File: src/rtl/axi_pkg.sv
// axi_pkg: AXI response/burst encodings and AR FSM state shared by the streaming read blocks
package axi_pkg;
  localparam logic [1:0] RSP_OKAY   = 2'b00;
  localparam logic [1:0] RSP_EXOKAY = 2'b01;
  localparam logic [1:0] RSP_SLVERR = 2'b10;
  localparam logic [1:0] RSP_DECERR = 2'b11;
  localparam logic [1:0] BURST_FIXED = 2'b00;
  localparam logic [1:0] BURST_INCR  = 2'b01;
  localparam logic [1:0] BURST_WRAP  = 2'b10;
  typedef enum logic {AR_IDLE, AR_REQ} ar_state_t;
endpackage

File: src/rtl/sync_fifo.sv
// sync_fifo: first-word-fall-through synchronous FIFO with occupancy count
module sync_fifo #(
  parameter int WIDTH = 8,
  parameter int DEPTH = 8
) (
  input  logic                         clk,
  input  logic                         reset,
  input  logic                         push,
  input  logic [WIDTH-1:0]             push_data,
  input  logic                         pop,
  output logic [WIDTH-1:0]             pop_data,
  output logic                         empty,
  output logic                         full,
  output logic [$clog2(DEPTH+1)-1:0]   count
);
  localparam int AW = DEPTH > 1 ? $clog2(DEPTH) : 1;
  localparam int CW = $clog2(DEPTH+1);
  logic [WIDTH-1:0] mem [DEPTH];
  logic [AW-1:0] wr_ptr, rd_ptr;
  logic do_push, do_pop;
  assign do_pop   = pop && !empty;
  assign do_push  = push && (!full || do_pop);
  assign empty    = count == '0;
  assign full     = count == CW'(DEPTH);
  assign pop_data = mem[rd_ptr];
  // pointer and occupancy bookkeeping
  always_ff @(posedge clk) begin
    if (reset) begin
      wr_ptr <= '0;
      rd_ptr <= '0;
      count  <= '0;
    end else begin
      if (do_push) wr_ptr <= wr_ptr == AW'(DEPTH-1) ? '0 : wr_ptr + 1'b1;
      if (do_pop) rd_ptr <= rd_ptr == AW'(DEPTH-1) ? '0 : rd_ptr + 1'b1;
      count <= count + CW'(do_push) - CW'(do_pop);
    end
  end
  // storage needs no reset; empty gates visibility
  always_ff @(posedge clk) begin
    if (do_push) mem[wr_ptr] <= push_data;
  end
endmodule

File: src/rtl/axi_stream_read_master.sv
// axi_stream_read_master: credit-gated FIXED-burst AXI reader re-emitting R beats as a stream
module axi_stream_read_master
  import axi_pkg::*;
#(
  parameter int                    ADDR_WIDTH  = 32,
  parameter int                    DATA_WIDTH  = 32,
  parameter int                    RUSER_WIDTH = 32,
  parameter int                    ID_WIDTH    = 1,
  parameter logic [ADDR_WIDTH-1:0] ADDRESS     = '0,
  parameter logic [ID_WIDTH-1:0]   ARID        = '0,
  parameter int                    BURST_LEN   = 16,
  parameter int                    FIFO_DEPTH  = 32
) (
  input  logic                   clk,
  input  logic                   reset,
  input  logic                   enable,
  input  logic                   error_clear,
  output logic                   resp_error,
  output logic                   proto_error,
  output logic                   busy,
  input  logic                   output_ready,
  output logic                   output_valid,
  output logic [DATA_WIDTH-1:0]  output_data,
  output logic [RUSER_WIDTH-1:0] output_data_user,
  output logic                   output_last,
  input  logic                   m_axi_arready,
  output logic                   m_axi_arvalid,
  output logic [ADDR_WIDTH-1:0]  m_axi_araddr,
  output logic [ID_WIDTH-1:0]    m_axi_arid,
  output logic [7:0]             m_axi_arlen,
  output logic [2:0]             m_axi_arsize,
  output logic [1:0]             m_axi_arburst,
  output logic                   m_axi_rready,
  input  logic                   m_axi_rvalid,
  input  logic [DATA_WIDTH-1:0]  m_axi_rdata,
  input  logic [RUSER_WIDTH-1:0] m_axi_ruser,
  input  logic [ID_WIDTH-1:0]    m_axi_rid,
  input  logic [1:0]             m_axi_rresp,
  input  logic                   m_axi_rlast
);
  localparam int PW = $clog2(FIFO_DEPTH+1);
  localparam int BW = BURST_LEN > 1 ? $clog2(BURST_LEN) : 1;
  localparam int FW = DATA_WIDTH + RUSER_WIDTH + 1;
  ar_state_t state, state_next;
  logic [PW-1:0] pending, fifo_count;
  logic [PW:0] credit;
  logic [BW-1:0] beat_cnt;
  logic reserve, beat, exp_last, bad_resp, bad_proto, fifo_empty, fifo_full;
  assign m_axi_araddr  = ADDRESS;
  assign m_axi_arid    = ARID;
  assign m_axi_arlen   = 8'(BURST_LEN-1);
  assign m_axi_arsize  = 3'($clog2(DATA_WIDTH/8));
  assign m_axi_arburst = BURST_FIXED;
  assign m_axi_rready  = ~fifo_full;
  assign credit    = (PW+1)'(FIFO_DEPTH) - (PW+1)'(fifo_count) - (PW+1)'(pending);
  assign reserve   = state == AR_IDLE && enable && credit >= (PW+1)'(BURST_LEN);
  assign beat      = m_axi_rvalid && m_axi_rready;
  assign exp_last  = beat_cnt == BW'(BURST_LEN-1);
  assign bad_resp  = m_axi_rresp != RSP_OKAY;
  assign bad_proto = m_axi_rid != ARID || m_axi_rlast != exp_last;
  assign output_valid = ~fifo_empty;
  assign busy = m_axi_arvalid || pending != '0;
  // AR state register
  always_ff @(posedge clk) begin
    if (reset) state <= AR_IDLE;
    else state <= state_next;
  end
  // AR next state: request once credit is reserved, hold until handshake
  always_comb begin
    state_next = state == AR_IDLE ? (reserve ? AR_REQ : AR_IDLE) : (m_axi_arready ? AR_IDLE : AR_REQ);
  end
  // AR outputs
  always_comb begin
    m_axi_arvalid = state == AR_REQ;
  end
  // outstanding beats, burst position and sticky error flags
  always_ff @(posedge clk) begin
    if (reset) begin
      pending     <= '0;
      beat_cnt    <= '0;
      resp_error  <= 1'b0;
      proto_error <= 1'b0;
    end else begin
      pending     <= pending + (reserve ? PW'(BURST_LEN) : '0) - PW'(beat);
      beat_cnt    <= beat ? (exp_last ? '0 : beat_cnt + 1'b1) : beat_cnt;
      resp_error  <= beat && bad_resp ? 1'b1 : error_clear ? 1'b0 : resp_error;
      proto_error <= beat && !bad_resp && bad_proto ? 1'b1 : error_clear ? 1'b0 : proto_error;
    end
  end
  sync_fifo #(.WIDTH(FW), .DEPTH(FIFO_DEPTH)) u_fifo (
    .clk       (clk),
    .reset     (reset),
    .push      (beat && !bad_resp),
    .push_data ({m_axi_rdata, m_axi_ruser, exp_last}),
    .pop       (output_valid && output_ready),
    .pop_data  ({output_data, output_data_user, output_last}),
    .empty     (fifo_empty),
    .full      (fifo_full),
    .count     (fifo_count)
  );
endmodule

File: config.mk
export PLATFORM = sky130hd
export DESIGN_NAME = axi_stream_read_master
export DESIGN_NICKNAME = d
export VERILOG_FILES = /design/src/rtl/axi_pkg.sv /design/src/rtl/sync_fifo.sv /design/src/rtl/axi_stream_read_master.sv
export SDC_FILE = /design/constraint.sdc
export NUM_CORES = 2
export LEC_CHECK = 0
export CAP_MARGIN = 0
export CORE_MARGIN = 8
export CORE_UTILIZATION = 31
export DETAILED_ROUTE_END_ITERATION = 10
export GPL_ROUTABILITY_DRIVEN = 0
export PLACE_DENSITY = 0.54
export RECOVER_POWER = 50
export REMOVE_ABC_BUFFERS = 1
export SYNTH_ARGS = -nofsm -noshare
export SYNTH_HDL_FRONTEND = slang
export SYNTH_HIERARCHICAL = 1
export SYNTH_SLANG_ARGS = --single-unit
File: constraint.sdc
create_clock -name clk -period 5.2 [get_ports clk]
set_clock_uncertainty 0.2 [all_clocks]
set_input_delay 1.04 -clock clk [delete_from_list [all_inputs] [get_ports clk]]
set_output_delay 1.04 -clock clk [all_outputs]
set_load 0.005 [all_outputs]
==> impl_results.md <==
- Outcome: finished with violations
- Violations in the final reports: max-capacitance violations, max-slew violations
- Type of element capturing the critical path: output port
- Post-synthesis instance area: 80900 sq um
- Total count of hold-check failures in the final report: 0
- Classification of the worst-slack hold path: flip-flop to flip-flop
- Number of synthesized flops with an enable pin: 2080
- Clock sink count: 2114
- YS warnings: 6
- Largest area contributor in the synthesized netlist: sky130_fd_sc_hd__edfxtp_1
- Die boundary height: 527 um
- Leakage power: 28.4 nW
- Worst slack, placed: 440 ps
- Critical Path Fanout Max: 42
- Post-synthesis area per instance: 21.1 sq um
- Max-slew violation count: 133
- Number of detailed-route iterations in the first pass: 5
- Arrival @ worst endpoint: 3810 ps
- Startpoint of the worst hold path: resp_error$_SDFFE_PP0P_
- Clock Tree Buf Depth: 3
- Number of distinct library cell variants in the gate-level netlist after synthesis: 61
- Worst Hold Depth: 2
- Endpoint of the worst register-to-register path: u_fifo/mem[19][40]$_DFFE_PP_
- Source of the worst register-to-register timing path: u_fifo/count[2]$_SDFF_PP0_
- Sequential share of the synthesized area: 78.0%
- Number of synthesized register bits: 2114
- Areal power density over the cells: 419 nW/um^2
- Worst slew slack as a fraction of its limit: -7.93%
- Max-capacitance violation count: 5
- Number of design-rule violations left by the first detailed-router iteration: 3829
- Overall Global Routing Usage: 15.1%
- Cells traversed along the worst timing path: buf_4, mux4_2, o22ai_1, nor4_2, clkdlybuf4s50_1
- Total gr overflow: 0
- IO buf count: 145
- Clock root buffer: sky130_fd_sc_hd__clkbuf_16
- Kind of start point of the critical path: flip-flop
- Cells after synthesis: 3831
- FF-to-FF path depth: 11
- Pin count of the biggest net entering global routing: 92
- Area growth from synthesis to final layout: 17.9%
- Type of the worst setup path: flip-flop to output port
- Main area contributors after synthesis: sky130_fd_sc_hd__edfxtp_1, sky130_fd_sc_hd__mux4_2, sky130_fd_sc_hd__mux2i_1
- Crit path largest cell delay: 710 ps
- R2R setup slack: 560 ps
- Data required time at the worst endpoint: 3960 ps
- Worst slew pin tran: 1620 ps
- Die width: 527 um
- # fillers: 23600
- Total Die Area: 278000 sq um
- Vias per Instance: 5.15
- Antenna-violating nets left: 0
- Post-route clock period utilization: 97.1%
- Setup repair after global routing missed its margin: no
- Clock transition at the registers of the reported paths: 60 ps
- Final critical-path required period: 5050 ps
- Fmax: 198 MHz
- Via count of the first global-routing pass: 40300
- Fraction of synthesized cell area taken by the top area cell type: 77.2%
- H-tree depth reported by CTS: 4
- Top-Level Pins: 192
- Final worst setup slack: 152 ps
- Area of the placeable core: 260000 sq um
- DRC violation count after routing: 0
- Share of async-settable or async-resettable flops after synthesis: 0%
- Final setup violating endpoints: 0
- Final setup TNS: 0 ps
- Wire length of the first global-routing pass: 306000 um
- Via Count: 40100
- Worst ir drop on vdd: 0.282 mV
- Clk Latency, worst-skew pair: 820 ps
- Clock tree from TritonCTS: yes
- Top_reg_cell synth: sky130_fd_sc_hd__edfxtp_1
- Final net count: 4299
- Estimated wirelength of the detail-placed design: 121000 um
- CTS Buf Count: 211
- Antenna violations before repair: 37
- Share of layout cells above drive strength 1: 21.1%
- Average routed wire per standard cell: 27.9 um
- Number of placement rows: 187
- Standard cell with the maximum stage delay on the critical path: sky130_fd_sc_hd__clkdlybuf4s50_1
- Final wirelength: 217000 um
- Worst Hold Endpoint: resp_error$_SDFFE_PP0P_
- Initial Util: 31.2%
-- synth_stat cells, drive strengths merged, types with 6 or more instances --
cell / count
edfxtp: 2080
mux4: 356
mux2i: 330
a22oi: 254
buf: 179
nand3: 95
clkbuf: 70
o22ai: 68
nor2: 54
nand4: 44
nand2: 35
dfxtp: 34
ha: 34
inv: 33
a21oi: 30
nor4: 20
nor2b: 15
o21ai: 11
nand2b: 9
nor3: 7
and2: 6
-- area by class of cell --
class	count	area, sq um	area share, %
Timing Repair Buffer	347	3980	4.17
Tap cell	3402	4260	4.46
Multi-Input combinational cell	1480	16900	17.7
Antenna cell	10	25.0	0.0262
Clock buffer	251	5470	5.74
Inverter	33	124	0.130
Clock inverter	142	1510	1.58
Sequential cell	2114	63200	66.2
-- power by group --
group	switching (mW)	total, mW	internal [mW]
sequential	0.115	18.9	18.8
combinational	3.09	5.77	2.68
clock	6.51	15.3	8.77
total	9.72	40.0	30.3
-- cells by family (layout without fill, tap and decap cells) --
logic type / after synthesis / count (layout) / synth area share [%]
buf+inv: 282 / 773 / 1.83
simple gates: 318 / 319 / 2.13
other cells: 2 / 56 / 0.00928
fa+ha+maj: 37 / 37 / 0.600
compound gates: 386 / 386 / 3.37
mux: 686 / 686 / 14.0
flops: 2114 / 2114 / 78.0
xor+xnor: 6 / 6 / 0.0649
-- per-layer routing --
layer	vias up	wire length [um]	GRT usage (%)
met2	1327	103000	24.4
met3	286	14900	3.40
li1	16700	-	-
met5	-	144	0
met4	22	4110	3.28
met1	21700	94900	21.0
-- timing repair --
action / 4_1_cts / 5_1_grt
resized for setup: 18 / 4
hold buffers: 0 / 0
setup endpoints to repair: 43 / 9
buffers inserted: 3 / 8
gates cloned: 1 / 1
-- sequential cells by signal, indices dropped and copies added, names as in the netlist, named ones only --
register	cells
proto_error	1
beat_cnt	4
u_fifo/count	6
u_fifo/mem	2080
u_fifo/wr_ptr	5
resp_error	1
u_fifo/rd_ptr	5
pending	6
m_axi_arvalid	1
-- worst max-delay path: cells and delay by family (launching register included) --
kind            cells  cell delay [ps]
buf+inv             2             1360
flops               1              600
simple gates        1              550
mux                 1              370
compound gates      1               90
-- placed cells by master (no fill, tap or decap), types with 5 or more instances in the layout --
cell type,netlist,routed
sky130_fd_sc_hd__or3_1,5,5
sky130_fd_sc_hd__a221oi_1,5,5
sky130_fd_sc_hd__o22ai_1,68,68
sky130_fd_sc_hd__inv_1,32,33
sky130_fd_sc_hd__ha_1,34,34
sky130_fd_sc_hd__mux4_2,356,356
sky130_fd_sc_hd__nor3_1,6,6
sky130_fd_sc_hd__conb_1,2,46
sky130_fd_sc_hd__nand4_1,44,44
sky130_fd_sc_hd__mux2i_1,330,330
sky130_fd_sc_hd__o21ai_0,8,9
sky130_fd_sc_hd__diode_2,0,10
sky130_fd_sc_hd__clkdlybuf4s50_1,0,77
sky130_fd_sc_hd__a21oi_1,30,30
sky130_fd_sc_hd__nor4_1,20,9
sky130_fd_sc_hd__nand2b_1,8,9
sky130_fd_sc_hd__nand3_1,95,95
sky130_fd_sc_hd__nor4_2,0,6
sky130_fd_sc_hd__buf_12,0,78
sky130_fd_sc_hd__clkinv_2,0,47
sky130_fd_sc_hd__nor2b_1,15,11
sky130_fd_sc_hd__clkbuf_1,69,45
sky130_fd_sc_hd__clkinv_1,0,51
sky130_fd_sc_hd__nor2_1,52,22
sky130_fd_sc_hd__buf_4,68,110
sky130_fd_sc_hd__a22oi_1,254,254
sky130_fd_sc_hd__bufinv_16,0,25
sky130_fd_sc_hd__clkbuf_16,0,214
sky130_fd_sc_hd__dfxtp_1,34,29
sky130_fd_sc_hd__a22o_1,5,5
sky130_fd_sc_hd__nor2_4,0,32
sky130_fd_sc_hd__edfxtp_1,2080,2080
sky130_fd_sc_hd__clkinv_16,0,6
sky130_fd_sc_hd__nor4_4,0,5
sky130_fd_sc_hd__nand2_1,32,32
sky130_fd_sc_hd__dlygate4sd3_1,0,68
-- worst max-delay path by stage --
stage              start  slack, ps                    to  cells after the start
2_1_floorplan  flip-flop     -18190       output_data[28]                      4
3_3_place_gp   flip-flop        330  output_data_user[13]                      5
3_5_place_dp   flip-flop        440       output_data[12]                      7
4_1_cts        flip-flop         -1  output_data_user[18]                      6
5_1_grt        flip-flop          2   output_data_user[9]                      5
6_report       flip-flop        150       output_data[28]                      5
-- per-stage QoR --
stage / std cells / power (mW) / cell area (sq um) / hold WS (ps) / utilization (%)
finish: 7779 / 40.0 / 95400 / 278 / 36.7
global route: 7773 / 41.4 / 95400 / 324 / 36.7
CTS: 7760 / 40.5 / 95300 / 281 / 36.7
detailed placement: 7363 / 25.1 / 88200 / 264 / 34.0
global placement: 7362 / 25.1 / 88200 / 261 / 34.0
floorplan: 3626 / 22.7 / 79700 / 248 / -
(Power assumes the default switching activity.)
